===== config.mk =====
export PLATFORM = sky130hd
export DESIGN_NAME = press_classifier_flat
export DESIGN_NICKNAME = d
export VERILOG_FILES = /design/src/rtl/press_classifier_if.sv /design/src/rtl/press_classifier.sv /design/src/flat_wrapper.sv
export SDC_FILE = /design/constraint.sdc
export NUM_CORES = 1
export LEC_CHECK = 0
export ABC_AREA = 0
export CORE_UTILIZATION = 49
export CTS_CLUSTER_DIAMETER = 100
export CTS_CLUSTER_SIZE = 24
export DETAILED_ROUTE_END_ITERATION = 8
export GPL_TIMING_DRIVEN = 0
export PLACE_DENSITY = 0.72
export SLEW_MARGIN = 20
export SYNTH_ARGS = -nofsm -noshare
export SYNTH_HDL_FRONTEND = slang
export SYNTH_SLANG_ARGS = --single-unit

===== constraint.sdc =====
create_clock -name clk -period 2.23 [get_ports clk]
set_clock_uncertainty 0.2 [all_clocks]
set_input_delay 0.3345 -clock clk [delete_from_list [all_inputs] [get_ports clk]]
set_output_delay 0.3345 -clock clk [all_outputs]
set_load 0.05 [all_outputs]

===== src/rtl/press_classifier_if.sv =====
// Button-gesture bus between the input conditioner and the press classifier.
// master = conditioner side (drives the button stream), slave = classifier.
interface press_classifier_if;
    logic       cond;
    logic       rising;
    logic       falling;
    logic       short_press;
    logic       long_press;
    logic       double_press;
    logic       held;
    logic [2:0] state;

    modport master (
        output cond, rising, falling,
        input  short_press, long_press, double_press, held, state
    );

    modport slave (
        input  cond, rising, falling,
        output short_press, long_press, double_press, held, state
    );
endinterface


===== src/rtl/press_classifier.sv =====
// Classifies conditioned button gestures into short / long / double press pulses.
//
// state  | meaning
// IDLE   | no gesture in progress
// PRESS1 | first press held, counting toward long threshold
// WAIT   | first press released, counting the double-press window
// PRESS2 | second press held, counting toward long threshold
// LONG   | long press reported, waiting for release
module press_classifier #(
    parameter int LONG_T = 8,
    parameter int DBL_T  = 6,
    parameter int CW     = 4
) (
    input  logic              clk,
    input  logic              reset,
    press_classifier_if.slave bus
);
    typedef enum logic [2:0] {
        IDLE   = 3'd0,
        PRESS1 = 3'd1,
        WAIT   = 3'd2,
        PRESS2 = 3'd3,
        LONG   = 3'd4
    } state_t;

    localparam logic [CW-1:0] LONG_LAST = CW'(LONG_T - 1);
    localparam logic [CW-1:0] DBL_LAST  = CW'(DBL_T - 1);

    state_t        state_q, state_d;
    logic [CW-1:0] cnt_q, cnt_d;
    logic          short_q, short_d;
    logic          long_q, long_d;
    logic          dbl_q, dbl_d;
    logic          rise_ev, fall_ev, fall_eff;

    // Simultaneous rising/falling is illegal and counts as no event.
    assign rise_ev  = bus.rising & ~bus.falling;
    assign fall_ev  = bus.falling & ~bus.rising;
    // A low level while pressed means the falling pulse was missed.
    assign fall_eff = fall_ev | ~bus.cond;

    always_ff @(posedge clk) begin
        if (reset) begin
            state_q <= IDLE;
            cnt_q   <= '0;
            short_q <= 1'b0;
            long_q  <= 1'b0;
            dbl_q   <= 1'b0;
        end else begin
            state_q <= state_d;
            cnt_q   <= cnt_d;
            short_q <= short_d;
            long_q  <= long_d;
            dbl_q   <= dbl_d;
        end
    end

    always_comb begin
        state_d = state_q;
        cnt_d   = cnt_q;
        short_d = 1'b0;
        long_d  = 1'b0;
        dbl_d   = 1'b0;
        case (state_q)
            IDLE: begin
                if (rise_ev) begin
                    state_d = PRESS1;
                    cnt_d   = '0;
                end
            end
            PRESS1: begin
                if (fall_eff) begin
                    state_d = WAIT;
                    cnt_d   = '0;
                end else if (cnt_q == LONG_LAST) begin
                    state_d = LONG;
                    long_d  = 1'b1;
                end else begin
                    cnt_d = cnt_q + 1'b1;
                end
            end
            WAIT: begin
                if (rise_ev) begin
                    state_d = PRESS2;
                    cnt_d   = '0;
                end else if (cnt_q == DBL_LAST) begin
                    state_d = IDLE;
                    short_d = 1'b1;
                end else begin
                    cnt_d = cnt_q + 1'b1;
                end
            end
            PRESS2: begin
                if (fall_eff) begin
                    state_d = IDLE;
                    dbl_d   = 1'b1;
                end else if (cnt_q == LONG_LAST) begin
                    state_d = LONG;
                    long_d  = 1'b1;
                end else begin
                    cnt_d = cnt_q + 1'b1;
                end
            end
            LONG: begin
                if (fall_eff) begin
                    state_d = IDLE;
                end
            end
            default: begin
                state_d = IDLE;
                cnt_d   = '0;
            end
        endcase
    end

    assign bus.short_press  = short_q;
    assign bus.long_press   = long_q;
    assign bus.double_press = dbl_q;
    assign bus.held         = (state_q == PRESS1) || (state_q == PRESS2) || (state_q == LONG);
    assign bus.state        = state_q;
endmodule


===== src/flat_wrapper.sv =====
// flat-port wrapper written by rule: the top's interface ports become plain ports
module press_classifier_flat 
#(
    parameter int LONG_T = 8,
    parameter int DBL_T  = 6,
    parameter int CW     = 4
)
  (clk, reset, bus_cond, bus_rising, bus_falling, bus_short_press, bus_long_press, bus_double_press, bus_held, bus_state);
  press_classifier_if bus_i ();
  input  logic clk;
  input  logic reset;
  input wire logic [$bits(bus_i.cond)-1:0] bus_cond;
  input wire logic [$bits(bus_i.rising)-1:0] bus_rising;
  input wire logic [$bits(bus_i.falling)-1:0] bus_falling;
  output wire logic [$bits(bus_i.short_press)-1:0] bus_short_press;
  output wire logic [$bits(bus_i.long_press)-1:0] bus_long_press;
  output wire logic [$bits(bus_i.double_press)-1:0] bus_double_press;
  output wire logic [$bits(bus_i.held)-1:0] bus_held;
  output wire logic [$bits(bus_i.state)-1:0] bus_state;
  assign bus_i.cond = bus_cond;
  assign bus_i.rising = bus_rising;
  assign bus_i.falling = bus_falling;
  assign bus_short_press = bus_i.short_press;
  assign bus_long_press = bus_i.long_press;
  assign bus_double_press = bus_i.double_press;
  assign bus_held = bus_i.held;
  assign bus_state = bus_i.state;
  press_classifier #(.LONG_T(LONG_T), .DBL_T(DBL_T), .CW(CW)) u_core (.clk(clk), .reset(reset), .bus(bus_i));
endmodule

* Yosys cells after proc, flatten, opt, wreduce, memory -nomap -nowiden
Index checks and enable logic that the tools add are counted.
Word-level totals: bits in registers 10, bits of input ports 5, output and inout port bits 7, word-level logic and storage cells 54
Operators by class: add/sub/neg operators 1, eq/ne operators 11, multiplexer cells 18, bitwise logic cells 10, reductions and logical operators 9
Operator list (count):
- $mux W4 | 6
- $mux W3 | 7
- $pmux W4 S5 | 1
- $pmux W3 S5 | 1
- $eq A4 B3 Y1 const B | 2
- $not A1 Y1 | 7
- $eq A3 B2 Y1 const B | 2
- $reduce_or A3 Y1 | 2
- $add A4 B1 Y4 const B | 1
- $ne A2 B1 Y1 const B | 2
- $reduce_and A4 Y1 | 1
- $reduce_or A2 Y1 | 2
- $eq A3 B1 Y1 const B | 1
- $eq A3 B3 Y1 const B | 1
- $logic_not A3 Y1 | 1
- $mux W1 | 3
- $ne A3 B1 Y1 const B | 1
- $ne A3 B2 Y1 const B | 1
- $reduce_and A3 Y1 | 1
- $and A1 B1 Y1 | 2
- $logic_or A1 B1 Y1 | 2
- $ne A2 B2 Y1 const B | 1
- $or A1 B1 Y1 | 1

* Logic depth before layout (Yosys ltp)
Gate-level depths: netlist (run 1).
depth after elaboration 5, depth in mapped cells 7, gate-level depth less buffers 7

* Least setup slack after synthesis (run 1)
Ideal clock, no wire load.
path type flip-flop to flip-flop, start point register u_core.state_q[0], in the netlist u_core.bus.state[0], end point register u_core.cnt_q[2], setup time 122 ps, arrival time 1621 ps, data required time 1908 ps, setup slack 287 ps, cell stages (with the launch flop) 6, buffers on the path 1, clock period less this slack 1943 ps, cells stage by stage dfxtp_1 -> buf_4 -> nor2_1 -> a211oi_4 -> a2bb2oi_1 -> mux2i_1
Between the ends: cells in the longest elaborated chain, start to end 3, elaborated cells between the ends (all ways) 11, those cells by class 7 x eq/ne; 1 x mux; 1 x bitwise; 2 x reduce/logical
RTL lines:
- from (decl) | RTL line press_classifier.sv:29 | state_t state_q, state_d;
- from (signal assigned) | RTL line press_classifier.sv:50 | state_q <= state_d;
- $eq A3 B2 Y1 (tied with other cells) | RTL line press_classifier.sv:64 | case (state_q)
- $ne A3 B2 Y1 (no line) (tied with other cells)
- $reduce_and A4 Y1 (no line)
- to (signal assigned) | RTL line press_classifier.sv:51 | cnt_q <= cnt_d;
- to (decl) | RTL line press_classifier.sv:30 | logic [CW-1:0] cnt_q, cnt_d;
Several ways; a longest one is shown, not always the timed one. A chain may end at the register's enable or synchronous reset.

* Final worst setup path (run 1)
start point register u_core.state_q[2], in the netlist u_core.bus.state[2], end point output port bus_state[2]
RTL lines:
- to (decl) | RTL line flat_wrapper.sv:19 | output wire logic [$bits(bus_i.state)-1:0] bus_state;
No word-level cell between the ends.

==> results of run 1 <==
-- power by group through the flow --
stage                     Combinational, mW  Clock (mW)  Sequential, mW
after detailed placement             0.0816           0           0.188
after CTS                            0.0810       0.127           0.184
after global routing                 0.0867       0.136           0.184
final                                0.0811       0.123           0.184
after floorplan                      0.0527           0           0.195
after global placement               0.0806           0           0.188
-- through the flow --
| stage | util [%] | power [mW] |
|---|---|---|
| after detailed placement | 65.82 | 0.2697 |
| after floorplan | - | 0.2472 |
| final | 67.62 | 0.3883 |
| after global placement | 65.82 | 0.2684 |
| after CTS | 67.62 | 0.3917 |
| after global routing | 67.62 | 0.4066 |
-- worst min path at each step --
stage,slack (ns),to,startpoint
finish,0.27,u_core.cnt_q[0],reset
global route,0.30,u_core.cnt_q[0],reset
CTS,0.28,u_core.cnt_q[0],reset
detailed placement,0.32,u_core.cnt_q[2],u_core.cnt_q[2]
global placement,0.31,u_core.cnt_q[2],u_core.cnt_q[2]
floorplan,0.23,u_core.bus.double_press,bus_cond
-- placed cells by master, fill, tap and decap left out, types with 2 or more instances in the layout --
cell type,n
nand3_1,4
nand2b_4,3
a21oi_2,2
dfxtp_1,10
nand2_1,5
o21ai_0,2
a211oi_1,2
clkdlybuf4s50_1,9
nand3b_1,2
inv_1,3
clkbuf_1,2
a211oi_2,2
nor3_1,4
nor2b_1,2
nor2_1,3
clkbuf_4,3
a21oi_1,4
or2_2,2
ha_1,2
-- metal layers --
layer	share of wire, %	routed length, µm	vias up	track usage [%]
li1	-	-	291	-
met4	2.0	27	0	10.34
met2	43	574	15	31.25
met1	52	681	283	30.07
met5	0	0	-	0
met3	2.9	38	5	3.468
-- cell type report --
| type | instances | share of cell area (%) |
|---|---|---|
| Multi-Input combinational cell | 54 | 53.82 |
| Buffer | 4 | 2.496 |
| Tap cell | 14 | 2.184 |
| Inverter | 3 | 1.404 |
| Clock buffer | 3 | 2.808 |
| Sequential cell | 10 | 24.96 |
| Timing Repair Buffer | 10 | 12.32 |
-- timing repair --
| item | CTS | global route |
|---|---|---|
| buffers inserted | 0 | 0 |
| resized for setup | 1 | 0 |
| setup endpoints to repair | 1 | 0 |
-- logic make-up (layout without fill, tap and decap cells) --
group	Yosys count	after routing	synth area share [%]
AOI/OAI and AO/OA	20	20	30.00
and+or+nand+nor	31	31	29.81
muxes	1	1	1.509
adders and majority gates	2	2	3.773
DFF	10	10	30.19
buffers and inverters	7	20	4.717
-- registers in the layout (all words and copies together), names as in the netlist --
register and flops:
u_core.bus.state 3, u_core.bus.long_press 1, u_core.bus.short_press 1, u_core.cnt_q 4
u_core.bus.double_press 1
==> run metrics, run 1 <==
status completed; clock share of power 31.7%; Std-Cell Rows 12; vias in the first global route 495; Die W 38.79 µm; antenna violations before repair 0; CP Class flip-flop to output port; FF-to-FF setup slack 0.34 ns; synth cell count leaders 10 x dfxtp_1, 5 x nand2_1, 4 x a21oi_1, 4 x nand3_1, 4 x nor3_1; DRC errors left 0; height of the die 38.79 µm; switch share 28.74%; Worst Setup Start Kind flip-flop; final hold vios 0; Multi-input gate area 431.7 µm²; CP Cell Sequence clkdlybuf4s50_1; sequential cell area fraction in the yosys report 30.19%; crit path max-delay cell type clkdlybuf4s50_1; # setup viols final 0; top cells by area, synth dfxtp_1 30%, nand2b_4 6.2%, o32ai_4 4.2%, a211oi_2 3.8%, ha_1 3.8%; RR Endpoint u_core.cnt_q[2]; fin crit share 97.49%; drt via density 6.061; fillers 114; worst skew pair latency 0.26 ns; # hold bufs at CTS 0; wire per inst 13.49 µm; Hold Path Class input port to flip-flop; maximum vdd drop 416.9 µV; Reg area 200.2 µm²; area leader, netlist dfxtp_1; Inserted Clock Buffers 3; WHS 0.2723 ns; Placed Instances 95; Setup TNS 0 ns; Final Critical Period 2.174 ns; GR Overflow Total 0; unrepaired setup endpoints after global routing false; Clock Pin Slew Worst Setup and Hold Paths 0.06 ns; Post-Syn Area 663.1 µm²; fmax 460.0 MHz; synthesized area per cell 9.340 µm²; port bufs 10; CP endpoint kind output port; largest net degree at the start of global routing 11; internal power 0.2767 mW; Async SR Flop Fraction 0%; share of cells above drive strength 1 22.62%; Synth Register Bits 10; Total GRT Usage 21.44%; Top FF cell, synth dfxtp_1; crit-path max FO 8; most frequent cell after synthesis dfxtp_1; Slew headroom 67.18%; Starting Density 55.91%; Final Instance Count excl. Fillers 98; Worst path depth 1; Reg power frac 47.4%; GP Congestion 0.7430; Largest stage delay, worst path 0.87 ns; Buf/Inv on CP 1; P&R area growth vs syn 20.94%; Placed Area 780.7 µm²; IO Count 12; delay-heaviest family, CP buffers and inverters; Final Cell Area 802.0 µm²; FF-to-FF path depth 7; drt total wl 1322 µm; clk root buf clkbuf_4; Die ar. 1504 µm²; Initial DRC Count 15; Yosys cell types 34; Power Density 484.1 nW/µm²; Combinational Power Share 20.9%; Final WS setup 0.05587 ns; Routed Antenna Nets 0; syn_nets 78; CP Data Arrival Time 1.64 ns; CTS Buffer Depth 2; Yosys top cell area share 30.19%; max cap viols 0; H-Tree Depth 1; Core ar. 1186 µm²; Psw 0.1116 mW; leakage 0.3010 nW; Cells after Synth 71; measured slew at the worst slew-check pin 0.4908 ns; fin nets 93; Max Transition Viols Final 0; critical path endpoint bus_state[2]; reg2reg start u_core.cnt_q[1]; WP data required 1.70 ns; CTS tree built; First-pass DRT Iterations 4; hold path depth 2; Vias 594; clock sink count 10; n_diodes 0; HPWL Detailed 978.1 µm; YS warnings 0; Worst Setup SP u_core.bus.state[2]; Place WS 0.02686 ns; first-pass GRT wire length 2180 µm; Post-synth EDFFs 0
Power figures use the tool's default switching activity.
==> run 2: changes to the inputs <==
--- a/config.mk
+++ b/config.mk
@@ -8,7 +8,7 @@
 export ABC_AREA = 0
 export CORE_UTILIZATION = 49
 export CTS_CLUSTER_DIAMETER = 100
-export CTS_CLUSTER_SIZE = 24
+export CTS_CLUSTER_SIZE = 20
 export DETAILED_ROUTE_END_ITERATION = 8
 export GPL_TIMING_DRIVEN = 0
 export PLACE_DENSITY = 0.72
==> results of run 2 <==
Final layout, timing and power as in run 1 (identical DEF).
